<file path="src/rtl/wide_operand_register_pkg.sv">
// Shared types and constants for the wide operand (B) register.
// Optional feature macro used across these files: B_REG_SHIFT_EN.
package wide_operand_register_pkg;

    typedef enum logic {
        B_ST_IDLE  = 1'b0,
        B_ST_ACCUM = 1'b1
    } b_state_t;

    localparam logic DIR_LEFT  = 1'b0;
    localparam logic DIR_RIGHT = 1'b1;

    // Beat counter needs at least one bit even when BEATS == 1.
    function automatic int cnt_width(input int beats);
        return (beats > 1) ? $clog2(beats) : 1;
    endfunction

endpackage

</file>
<file path="src/rtl/wide_operand_register_if.sv">
// Bus-side interface of the wide operand register: W-bus beats in, committed operand out.
// Shift controls exist only when B_REG_SHIFT_EN is defined.
interface wide_operand_register_if #(
    parameter int BUS_WIDTH = 8,
    parameter int BEATS     = 2
);
    localparam int WIDTH = BUS_WIDTH * BEATS;

    logic [BUS_WIDTH-1:0] bus_input;
    logic                 L_B_bar;
    logic [WIDTH-1:0]     add_sub_output;
    logic                 busy;
    logic                 done;
`ifdef B_REG_SHIFT_EN
    logic                 S_B;
    logic                 DIR;
    logic                 serial_in;

    modport master (
        output bus_input, L_B_bar, S_B, DIR, serial_in,
        input  add_sub_output, busy, done
    );
    modport slave (
        input  bus_input, L_B_bar, S_B, DIR, serial_in,
        output add_sub_output, busy, done
    );
`else
    modport master (
        output bus_input, L_B_bar,
        input  add_sub_output, busy, done
    );
    modport slave (
        input  bus_input, L_B_bar,
        output add_sub_output, busy, done
    );
`endif

endinterface

</file>
<file path="src/rtl/wide_operand_register_beat_sequencer.sv">
// Beat sequencer: tracks which beat of the operand is being loaded, flags the
// final beat, and produces the busy level and the one-cycle done pulse.
module wide_operand_register_beat_sequencer
    import wide_operand_register_pkg::*;
#(
    parameter  int BEATS = 2,
    localparam int CNT_W = cnt_width(BEATS)
) (
    input  logic             clk,
    input  logic             rst_n,
    input  logic             load,
    output logic [CNT_W-1:0] beat_idx,
    output logic             last_beat,
    output logic             busy,
    output logic             done
);

    localparam logic [CNT_W-1:0] LAST_IDX = CNT_W'(BEATS - 1);

    b_state_t         state;
    logic [CNT_W-1:0] beat_cnt;

    assign beat_idx  = beat_cnt;
    assign last_beat = load && (beat_cnt == LAST_IDX);
    // State alone drives busy, so it cannot glitch while the commit edge resolves.
    assign busy      = (state == B_ST_ACCUM);

    always_ff @(posedge clk or negedge rst_n) begin
        if (!rst_n) begin
            state    <= B_ST_IDLE;
            beat_cnt <= '0;
            done     <= 1'b0;
        end else begin
            done <= last_beat;
            if (load) begin
                if (beat_cnt == LAST_IDX) begin
                    beat_cnt <= '0;
                    state    <= B_ST_IDLE;
                end else begin
                    beat_cnt <= beat_cnt + CNT_W'(1);
                    state    <= B_ST_ACCUM;
                end
            end
        end
    end

endmodule

</file>
<file path="src/rtl/wide_operand_register.sv">
// Wide operand (B) register: assembles BEATS narrow W-bus beats in a shadow and
// commits the full operand atomically. Optional shift enabled by B_REG_SHIFT_EN.
module wide_operand_register
    import wide_operand_register_pkg::*;
#(
    parameter  int BUS_WIDTH = 8,
    parameter  int BEATS     = 2,
    localparam int WIDTH     = BUS_WIDTH * BEATS,
    localparam int CNT_W     = cnt_width(BEATS)
) (
    input  logic                    CLK,
    input  logic                    CLR_bar,
    wide_operand_register_if.slave  bus
);

    logic             load;
    logic [CNT_W-1:0] beat_idx;
    logic             last_beat;
    logic [WIDTH-1:0] shadow;
    logic [WIDTH-1:0] merged;
    logic [WIDTH-1:0] operand;

    assign load = ~bus.L_B_bar;

    wide_operand_register_beat_sequencer #(
        .BEATS (BEATS)
    ) u_seq (
        .clk       (CLK),
        .rst_n     (CLR_bar),
        .load      (load),
        .beat_idx  (beat_idx),
        .last_beat (last_beat),
        .busy      (bus.busy),
        .done      (bus.done)
    );

    // Shadow with the current beat dropped in; on the last beat this is the full operand.
    always_comb begin
        merged = shadow;
        for (int b = 0; b < BEATS; b++) begin
            if (beat_idx == CNT_W'(b)) begin
                merged[b*BUS_WIDTH +: BUS_WIDTH] = bus.bus_input;
            end
        end
    end

    always_ff @(posedge CLK or negedge CLR_bar) begin
        if (!CLR_bar) begin
            shadow <= '0;
        end else if (load) begin
            shadow <= merged;
        end
    end

`ifdef B_REG_SHIFT_EN
    logic             shift_req;
    logic [WIDTH-1:0] shifted;

    // Loads win over shifts, and shifting mid-assembly would corrupt a committed value.
    assign shift_req = bus.L_B_bar && bus.S_B && !bus.busy;
    assign shifted   = (bus.DIR == DIR_RIGHT) ? {bus.serial_in, operand[WIDTH-1:1]}
                                              : {operand[WIDTH-2:0], bus.serial_in};

    always_ff @(posedge CLK or negedge CLR_bar) begin
        if (!CLR_bar) begin
            operand <= '0;
        end else if (last_beat) begin
            operand <= merged;
        end else if (shift_req) begin
            operand <= shifted;
        end
    end
`else
    always_ff @(posedge CLK or negedge CLR_bar) begin
        if (!CLR_bar) begin
            operand <= '0;
        end else if (last_beat) begin
            operand <= merged;
        end
    end
`endif

    assign bus.add_sub_output = operand;

endmodule

</file>
<file path="src/flat_wrapper.sv">
// flat-port wrapper written by rule: the top's interface ports become plain ports
module wide_operand_register_flat import wide_operand_register_pkg::*;
#(
    parameter  int BUS_WIDTH = 8,
    parameter  int BEATS     = 2,
    localparam int WIDTH     = BUS_WIDTH * BEATS,
    localparam int CNT_W     = cnt_width(BEATS)
)
  (CLK, CLR_bar, bus_bus_input, bus_L_B_bar, bus_add_sub_output, bus_busy, bus_done);
  wide_operand_register_if #(.BUS_WIDTH(BUS_WIDTH), .BEATS(BEATS)) bus_i ();
  input  logic CLK;
  input  logic CLR_bar;
  input wire logic [$bits(bus_i.bus_input)-1:0] bus_bus_input;
  input wire logic [$bits(bus_i.L_B_bar)-1:0] bus_L_B_bar;
  output wire logic [$bits(bus_i.add_sub_output)-1:0] bus_add_sub_output;
  output wire logic [$bits(bus_i.busy)-1:0] bus_busy;
  output wire logic [$bits(bus_i.done)-1:0] bus_done;
  assign bus_i.bus_input = bus_bus_input;
  assign bus_i.L_B_bar = bus_L_B_bar;
  assign bus_add_sub_output = bus_i.add_sub_output;
  assign bus_busy = bus_i.busy;
  assign bus_done = bus_i.done;
  wide_operand_register #(.BUS_WIDTH(BUS_WIDTH), .BEATS(BEATS)) u_core (.CLK(CLK), .CLR_bar(CLR_bar), .bus(bus_i));
endmodule
</file>
<file path="config.mk">
export PLATFORM = sky130hd
export DESIGN_NAME = wide_operand_register_flat
export DESIGN_NICKNAME = d
export VERILOG_FILES = /design/src/rtl/wide_operand_register_pkg.sv /design/src/rtl/wide_operand_register_if.sv /design/src/rtl/wide_operand_register_beat_sequencer.sv /design/src/rtl/wide_operand_register.sv /design/src/flat_wrapper.sv
export SDC_FILE = /design/constraint.sdc
export NUM_CORES = 1
export LEC_CHECK = 0
export ABC_CLOCK_PERIOD_IN_PS = 1560
export CORE_AREA = 8 8 64 66
export CTS_CLUSTER_DIAMETER = 120
export DETAILED_ROUTE_END_ITERATION = 8
export DIE_AREA = 0 0 72 74
export PLACE_DENSITY = 0.72
export SKIP_CTS_REPAIR_TIMING = 1
export SYNTH_ARGS = -nofsm -noshare
export SYNTH_HDL_FRONTEND = slang
export SYNTH_HIERARCHICAL = 1
export SYNTH_SLANG_ARGS = --single-unit
export TNS_END_PERCENT = 1
</file>
<file path="constraint.sdc">
create_clock -name CLK -period 1.56 [get_ports CLK]
set_input_delay 0.156 -clock CLK [delete_from_list [all_inputs] [get_ports CLK]]
set_output_delay 0.156 -clock CLK [all_outputs]
set_load 0.01 [all_outputs]
</file>
==> Implementation_results.wiki, run 1 <==
{| class="wikitable"
! Metric !! Value
|-
| Total of warnings raised by yosys || 6
|-
| Number of cells in the finished layout apart from fillers || 190
|-
| Final period demand of the worst path || ~1.5 ns
|-
| Number of distinct library cell variants in the gate-level netlist after synthesis || 14
|-
| Total clock buffers created by CTS || 5
|-
| Post-Synth Adder-Cell Area || 0
|-
| Routability cong. || between 0.7 and 0.8
|-
| Ratio of cells with drive above 1 in the final layout || 0.229
|-
| Source of the critical timing path || u_core/u_seq/beat_idx
|-
| H-Tree Depth || 2
|-
| Mapped Nets || approximately 120
|-
| Worst path arrival time || approximately 1.3 ns
|-
| Peak fanout along the critical path || 5
|-
| Number of buffer and inverter instances along the worst setup path || 1
|-
| Type of the tightest min-delay check || in -> async
|-
| Power consumption || 4.06 mW
|-
| Logic depth of the worst register-to-register path || 3
|-
| Cell count after synthesis || 110
|-
| Std-Cell Rows || 21
|-
| Post-route cell area || ~0.0019 sq mm
|-
| CTS clock-pin slew for the worst setup and hold paths || between 0.1 and 0.15 ns
|-
| Achievable clock frequency || 0.689 GHz
|-
| Synth Cell Area || 0.00146 sq mm
|-
| Detailed-route DRC error count || 0
|-
| Combinational family with the most area after synthesis || multiplexers
|-
| Cell Area, Placed || 0.00177 sq mm
|-
| TritonCTS clock tree || done
|-
| Setup-failing EPs final || 0
|-
| Core outline area || ~0.0032 sq mm
|-
| Total number of vias || 904
|-
| Average size of a mapped cell || approximately 13 sq um
|-
| Die outline area || 0.00533 sq mm
|-
| Clock network latency to the later pin of the worst-skew pair || 0.34 ns
|-
| Initial core utilization || 0.459
|-
| Number of max-slew violations in the final report || 0
|-
| Slack of the worst reg-to-reg path || 0.21 ns
|-
| Post-place setup slack || about 0.04 ns
|-
| Pwr/cell area || between 2000 and 2500 mW/mm^2
|-
| Critical Path, Cell by Cell || clkdlybuf4s50_1
|-
| Mux contribution to synthesized area || 0.254
|-
| Kind of launch point of the worst setup path || flip-flop
|-
| Leakage power of the design || about 0.84 nW
|-
| Drt initial violations || 56
|-
| Worst path top cell family by delay || buffers and inverters
|-
| Headroom to the max-slew limit || 0.630
|-
| RSZ-0062 raised after global routing || false
|-
| Number of antenna diodes || 0
|-
| Capturing element type of the critical path || primary output
|-
| Total half-perimeter wirelength after legalization and detailed placement || slightly below 2000 microns
|-
| Number of buffers inserted by port buffering || 28
|-
| Final worst setup slack || about 0.11 ns
|-
| Cell at the slowest stage of the critical path || clkdlybuf4s50_1
|-
| Vias in the first global route || around 1,000
|-
| Crit path kind || reg -> out
|-
| Maximum buffer depth of the clock tree || 2
|-
| Maximum number of pins on one net before global-route repair || 35
|-
| Num ports || 29
|-
| XOR/XNOR share of the synthesized area || 0.00600
|-
| Die boundary width || slightly above 70 microns
|-
| First-pass detailed-route iteration total || 4
|-
| Part of the cycle the worst path needs || 0.931
|-
| Nets@finish || ~150
|-
| Count of antenna-violating nets left after detailed routing || 0
|-
| CP Data Required Time || around 1.4 ns
|-
| Wire length of the first global-routing pass || about 4700 microns
|-
| Transition time at the pin with the least slew margin || 0.555 ns
|-
| Largest stage delay on the critical path || between 0.5 and 0.6 ns
|-
| Register bit count reported by yosys || 34
|-
| Simple-gate share of the synthesized area || 0.0635
|-
| Critical path depth in cells || 1
|-
| Fill cell total of the finished layout || 260
|-
| Max cap viols || 0
|-
| Final setup skew || between 0.008 and 0.009 ns
|-
| Ratio of routed vias to standard cells || approximately 4.8
|-
| Count of endpoints failing hold in the final timing report || 0
|-
| Reg-to-reg startpoint || u_core/u_seq/beat_idx
|-
| Total global routing overflow || 0
|-
| Cell count after placement || roughly 180
|-
| Global routing usage summed across all routing layers || 0.117
|-
| Clock tree root driver cell || clkbuf_4
|-
| Area delta synth->final || 29.5%
|-
| Synth Area in Compound Gates || 0.0549
|-
| Die Height || 74 microns
|-
| Status || complete, no violations
|-
| Avg WL per Cell || around 15 microns
|-
| Worst voltage drop across the vdd grid || just under 0.8 mV
|-
| Sequential cell area fraction in the yosys report || 0.583
|-
| Clk sink count || 34
|-
| WL final || about 2800 microns
|-
| Initial antenna violation count || 0
|}
-- path summary, 6_finish.rpt --
check	endpoint
setup reg to reg	u_core/shadow[1]
hold reg to reg	u_core/shadow[7]
setup / recovery	bus_busy
min in group CLK	u_core/u_seq/beat_idx
max in group asynchronous	u_core/u_seq/beat_idx
hold / removal	u_core/bus.add_sub_output[12]
-- layout make-up --
| class | instances | area [sq um] | share of cell area |
|---|---|---|---|
| well taps | 46 | 57.6 | 0.0305 |
| multi-input cells | 68 | 552 | 0.292 |
| repair buffers | 33 | 318 | 0.168 |
| flip-flops and latches | 34 | 852 | 0.451 |
| clock inverters | 3 | 68.8 | 0.0364 |
| inverters | 1 | 3.75 | 0.00199 |
| clock buffers | 5 | 37.5 | 0.0199 |
-- cell usage in the layout (no fill, tap or decap) --
master and instances:
dfrtp_1 33, clkdlybuf4s50_1 28, mux2i_1 16, nor2_1 16, a21oi_1 16, mux2_4 8
mux2_2 8, clkbuf_4 5, buf_4 5, bufinv_16 2, clkinv_4 1, inv_1 1
nor2b_4 1, nor2_4 1, xor2_1 1, and2_2 1, dfrtp_2 1
-- registers in the layout (all words and copies together), names as in the netlist --
register / flops
u_core/bus.add_sub_output: 16
u_core/u_seq/done: 1
u_core/shadow: 16
u_core/u_seq/beat_idx: 1
-- stage by stage --
stage	utilization	TNS, ns	hold WS, ns
final	0.594	0	0.215
after global routing	0.594	0	0.222
after CTS	0.591	-0.0398	0.212
after detailed placement	0.558	0	0.498
after global placement	0.558	0	0.489
after floorplan	-	0	-0.140
-- synth_stat cells, drive strengths merged --
cell type,instances,area (sq um)
mux2i,16,160
dfrtp,34,851
clkbuf,3,11.3
nor2,17,71.3
a21oi,16,80.1
inv,1,3.75
nor2b,1,13.8
and2,1,7.51
xor2,1,8.76
buf,4,41.3
mux2,16,210
-- cells by family after synthesis --
logic type / after synthesis
AO/OA/AOI/OAI: 16
multiplexers: 32
XOR/XNOR: 1
flip-flops: 34
buffers and inverters: 8
AND/OR/NAND/NOR: 19
-- power by group --
group	leakage (nW)	switching (mW)	total [mW]	internal, mW
clock	0.0554	0.314	0.816	0.501
sequential	0.387	0.240	1.56	1.32
combinational	0.402	0.703	1.69	0.986
-- per-layer routing --
| layer | global-route usage | share of wire |
|---|---|---|
| met1 | 0.129 | 0.44 |
| met2 | 0.186 | 0.49 |
| met3 | 0.0526 | 0.049 |
| met4 | 0.0590 | 0.019 |
| met5 | 0 | 0 |
(Power assumes the default switching activity.)
==> inputs of run 2 (changes only) <==
--- a/config.mk
+++ b/config.mk
@@ -5,12 +5,13 @@
 export SDC_FILE = /design/constraint.sdc
 export NUM_CORES = 1
 export LEC_CHECK = 0
+export ABC_AREA = 1
 export ABC_CLOCK_PERIOD_IN_PS = 1560
-export CORE_AREA = 8 8 64 66
+export CORE_AREA = 8 8 66 68
 export CTS_CLUSTER_DIAMETER = 120
 export DETAILED_ROUTE_END_ITERATION = 8
-export DIE_AREA = 0 0 72 74
-export PLACE_DENSITY = 0.72
+export DIE_AREA = 0 0 74 76
+export PLACE_DENSITY = 0.75
 export SKIP_CTS_REPAIR_TIMING = 1
 export SYNTH_ARGS = -nofsm -noshare
 export SYNTH_HDL_FRONTEND = slang
==> Implementation_results.wiki, run 2 <==
{| class="wikitable"
! Metric !! Value
|-
| Status || complete, no violations (unchanged)
|-
| Setup-failing EPs final || 0 (unchanged)
|-
| Clk sink count || 34 (unchanged)
|-
| Num ports || 29 (unchanged)
|-
| Pwr/cell area || 1280 mW/mm^2 (was 2150 mW/mm^2)
|-
| Die boundary width || 74 microns (was 72 microns)
|-
| Mapped Nets || 217 (was 121)
|-
| Total global routing overflow || 0 (unchanged)
|-
| Maximum number of pins on one net before global-route repair || 35 (unchanged)
|-
| Busiest metal layer after global routing || met2 (unchanged)
|-
| Global routing usage summed across all routing layers || 0.139 (was 0.117)
|-
| Die Height || 76 microns (was 74 microns)
|-
| Nets@finish || 249 (was 154)
|-
| Commonest non-fill, non-tap cell in the layout || nand2_1 (was dfrtp_1)
|-
| Clock network latency to the later pin of the worst-skew pair || 0.33 ns (was 0.34 ns)
|-
| Main area contributors after synthesis || dfrtp_1 (51%), nand2_1 (20%), nand3_1 (9.6%), nand2_4 (6.7%), inv_1 (6.0%) (was dfrtp_1 (58%), mux2i_1 (11%), mux2_4 (8.2%), mux2_2 (6.2%), a21oi_1 (5.5%))
|-
| CP Data Required Time || 1.40 ns (about the same)
|-
| Cell at the slowest stage of the critical path || clkdlybuf4s50_1 (unchanged)
|-
| Achievable clock frequency || 0.674 GHz (was 0.689 GHz)
|-
| Biggest area consumer among synthesized cells || dfrtp_1 (unchanged)
|-
| Total of warnings raised by yosys || 6 (unchanged)
|-
| Number of antenna diodes || 0 (unchanged)
|-
| Top_reg_cell synth || dfrtp_1 (unchanged)
|-
| Number of buffers inserted by port buffering || 28 (unchanged)
|-
| Worst voltage drop across the vdd grid || 0.771 mV (was 0.794 mV)
|-
| Worst path top cell family by delay || buffers and inverters (unchanged)
|-
| Fill cell total of the finished layout || 323 (was 260)
|-
| Logic depth of the worst register-to-register path || 5 (was 3)
|-
| Worst path arrival time || 1.33 ns (was 1.30 ns)
|-
| Initial core utilization || 0.487 (was 0.459)
|-
| H-Tree Depth || 2 (unchanged)
|-
| Area delta synth->final || 21.8% (was 29.5%)
|-
| Synth Cell Area || 0.00168 sq mm (was 0.00146 sq mm)
|-
| Met3 routing resource usage after global routing || 0.0579 (was 0.0526)
|-
| Initial antenna violation count || 0 (unchanged)
|-
| Vias in the first global route || 1,410 (was 999)
|-
| Switching portion of total power || 0.334 (was 0.309)
|-
| Kind of launch point of the worst setup path || flip-flop (unchanged)
|-
| Type of the tightest min-delay check || in -> async (unchanged)
|-
| Std-Cell Rows || 22 (was 21)
|-
| Maximum buffer depth of the clock tree || 2 (unchanged)
|-
| Average size of a mapped cell || 8.14 sq um (was 13.3 sq um)
|-
| Proportion of power drawn by combinational gates || 0.340 (was 0.415)
|-
| Net Sw Power || 0.873 mW (was 1.26 mW)
|-
| Seq. cell area || 852 sq um (unchanged)
|-
| Cell count after synthesis || 206 (was 110)
|-
| Count of endpoints failing hold in the final timing report || 0 (unchanged)
|-
| Internal power consumption || 1.74 mW (was 2.81 mW)
|-
| Post-route setup TNS || 0 ns (unchanged)
|-
| Number of buffer and inverter instances along the worst setup path || 1 (unchanged)
|-
| Leakage power of the design || 1.13 nW (was 0.844 nW)
|-
| TritonCTS clock tree || done (unchanged)
|-
| Capturing element type of the critical path || primary output (unchanged)
|-
| Ratio of routed vias to standard cells || 4.66 (was 4.76)
|-
| Cell count after placement || 279 (was 181)
|-
| Cell Area, Placed || 0.00198 sq mm (was 0.00177 sq mm)
|-
| Multi-input gate area || 611 sq um (was 552 sq um)
|-
| Final period demand of the worst path || 1.48 ns (was 1.45 ns)
|-
| Avg WL per Cell || 12.0 microns (was 14.7 microns)
|-
| Number of max-slew violations in the final report || 0 (unchanged)
|-
| Ratio of cells with drive above 1 in the final layout || 0.121 (was 0.229)
|-
| Met1 usage in global routing || 0.164 (was 0.129)
|-
| Crit path kind || reg -> out (unchanged)
|-
| Drt initial violations || 54 (was 56)
|-
| Commonest cells in the netlist || nand2_1 (90), dfrtp_1 (34), nand3_1 (32) (was dfrtp_1 (34), a21oi_1 (16), mux2i_1 (16), nor2_1 (16))
|-
| Core outline area || 0.00344 sq mm (was 0.00318 sq mm)
|-
| Area fraction of the dominant cell type after synthesis || 0.507 (was 0.583)
|-
| Number of cells in the finished layout apart from fillers || 287 (was 190)
|-
| Post-route cell area || 0.00204 sq mm (was 0.00189 sq mm)
|-
| Die outline area || 0.00562 sq mm (was 0.00533 sq mm)
|-
| Capturing point of the worst reg2reg path || u_core/bus.add_sub_output[12] (was u_core/shadow[1])
|-
| Met2 demand-to-capacity share in global routing || 0.222 (was 0.186)
|-
| Register bit count reported by yosys || 34 (unchanged)
|-
| Largest stage delay on the critical path || 0.56 ns (was 0.55 ns)
|-
| Clock network power share || 0.198 (was 0.201)
|-
| Total half-perimeter wirelength after legalization and detailed placement || 2360 microns (was 1930 microns)
|-
| Routability cong. || 0.776 (was 0.763)
|-
| Count of antenna-violating nets left after detailed routing || 0 (unchanged)
|-
| Headroom to the max-slew limit || 0.710 (was 0.630)
|-
| Source of the critical timing path || u_core/u_seq/beat_idx (unchanged)
|-
| Number of distinct library cell variants in the gate-level netlist after synthesis || 12 (was 14)
|-
| Clock tree root driver cell || clkbuf_4 (unchanged)
|-
| Max cap viols || 0 (unchanged)
|-
| RSZ-0062 raised after global routing || false (unchanged)
|-
| First-pass detailed-route iteration total || 5 (was 4)
|-
| Wire length of the first global-routing pass || 6220 microns (was 4710 microns)
|-
| Critical Path, Cell by Cell || clkdlybuf4s50_1 (unchanged)
|-
| Reg-to-reg startpoint || u_core/u_seq/beat_idx (unchanged)
|-
| Total number of vias || 1,336 (was 904)
|-
| CTS clock-pin slew for the worst setup and hold paths || 0.11 ns (about the same)
|-
| EDFF count, synth || 0 (unchanged)
|-
| Top-count cell post-synth || nand2_1 (was dfrtp_1)
|-
| Total clock buffers created by CTS || 5 (unchanged)
|-
| Part of the cycle the worst path needs || 0.950 (was 0.931)
|-
| Peak fanout along the critical path || 5 (unchanged)
|-
| Commonest cells after routing, fill and taps aside || nand2_1 (90), dfrtp_1 (33), nand3_1 (32) (was dfrtp_1 (33), clkdlybuf4s50_1 (28), mux2i_1 (16), nor2_1 (16), a21oi_1 (16))
|-
| Async set-reset flop share out of synthesis || 1.00 (unchanged)
|-
| Final setup skew || 0.00479 ns (was 0.00869 ns)
|-
| Transition time at the pin with the least slew margin || 0.435 ns (was 0.555 ns)
|-
| Flop pwr share || 0.462 (was 0.384)
|-
| Detailed-route DRC error count || 0 (unchanged)
|-
| Slack of the worst reg-to-reg path || 0.39 ns (was 0.21 ns)
|-
| WL final || 3440 microns (was 2790 microns)
|-
| Sequential cell area fraction in the yosys report || 0.507 (was 0.583)
|}
-- run 2: cell count changes in the layout (fill, tap and decap cells not counted), moves of 10 or more --
cell,before,now
nand2_4,0,10
mux2i_1,16,0
a21oi_1,16,0
nand2_1,0,90
nor2_1,16,0
nand3_1,0,32
inv_1,1,27
-- run 2: metal layers --
layer  part of all wire  wire length (microns)  vias up
li1                   -                      -      680
met1               0.47                   1620      624
met2               0.46                   1570       26
met3              0.063                    216        6
met4              0.010                     36        0
met5                  0                      0        -
-- run 2: power groups by stage --
| stage | Clock (mW) | Combinational [mW] | Sequential, mW |
|---|---|---|---|
| after floorplan | 0 | 0.456 | 1.28 |
| after global placement | 0 | 0.881 | 1.22 |
| after detailed placement | 0 | 0.903 | 1.22 |
| after CTS | 0.539 | 0.907 | 1.21 |
| after global routing | 0.572 | 1.01 | 1.24 |
| final | 0.517 | 0.891 | 1.21 |
-- run 2: worst max path at each step --
stage	end	slack (ns)	cells after the start
4_1_cts	bus_busy	-0.01	1
6_report	bus_busy	0.08	1
3_3_place_gp	u_core/bus.add_sub_output[1]	0.26	7
3_5_place_dp	u_core/bus.add_sub_output[7]	0.24	7
5_1_grt	bus_busy	0.02	1
2_1_floorplan	u_core/bus.add_sub_output[10]	0.39	10
-- run 2: area by class of cell --
type	instances	area share
Tap cell	48	0.0294
Multi-Input combinational cell	132	0.299
Sequential cell	34	0.417
Clock inverter	2	0.00613
Inverter	30	0.0600
Clock buffer	6	0.0251
Timing Repair Buffer	35	0.163
-- run 2: cells by family (layout without fill, tap and decap cells) --
| family | Yosys count | after routing | synth area share |
|---|---|---|---|
| and+or+nand+nor | 132 | 132 | 0.364 |
| buffers and inverters | 40 | 73 | 0.128 |
| DFF | 34 | 34 | 0.507 |
-- run 2: metrics by stage --
stage | utilization | setup slack (ns) | power [mW] | hold slack [ns]
3_3_place_gp | 0.575 | 0.258 | 2.11 | 0.457
5_1_grt | 0.593 | 0.0213 | 2.82 | 0.247
4_1_cts | 0.593 | -0.0118 | 2.66 | 0.231
2_1_floorplan | - | 0.391 | 1.73 | -0.140
3_5_place_dp | 0.575 | 0.243 | 2.13 | 0.462
6_report | 0.593 | 0.0772 | 2.62 | 0.221
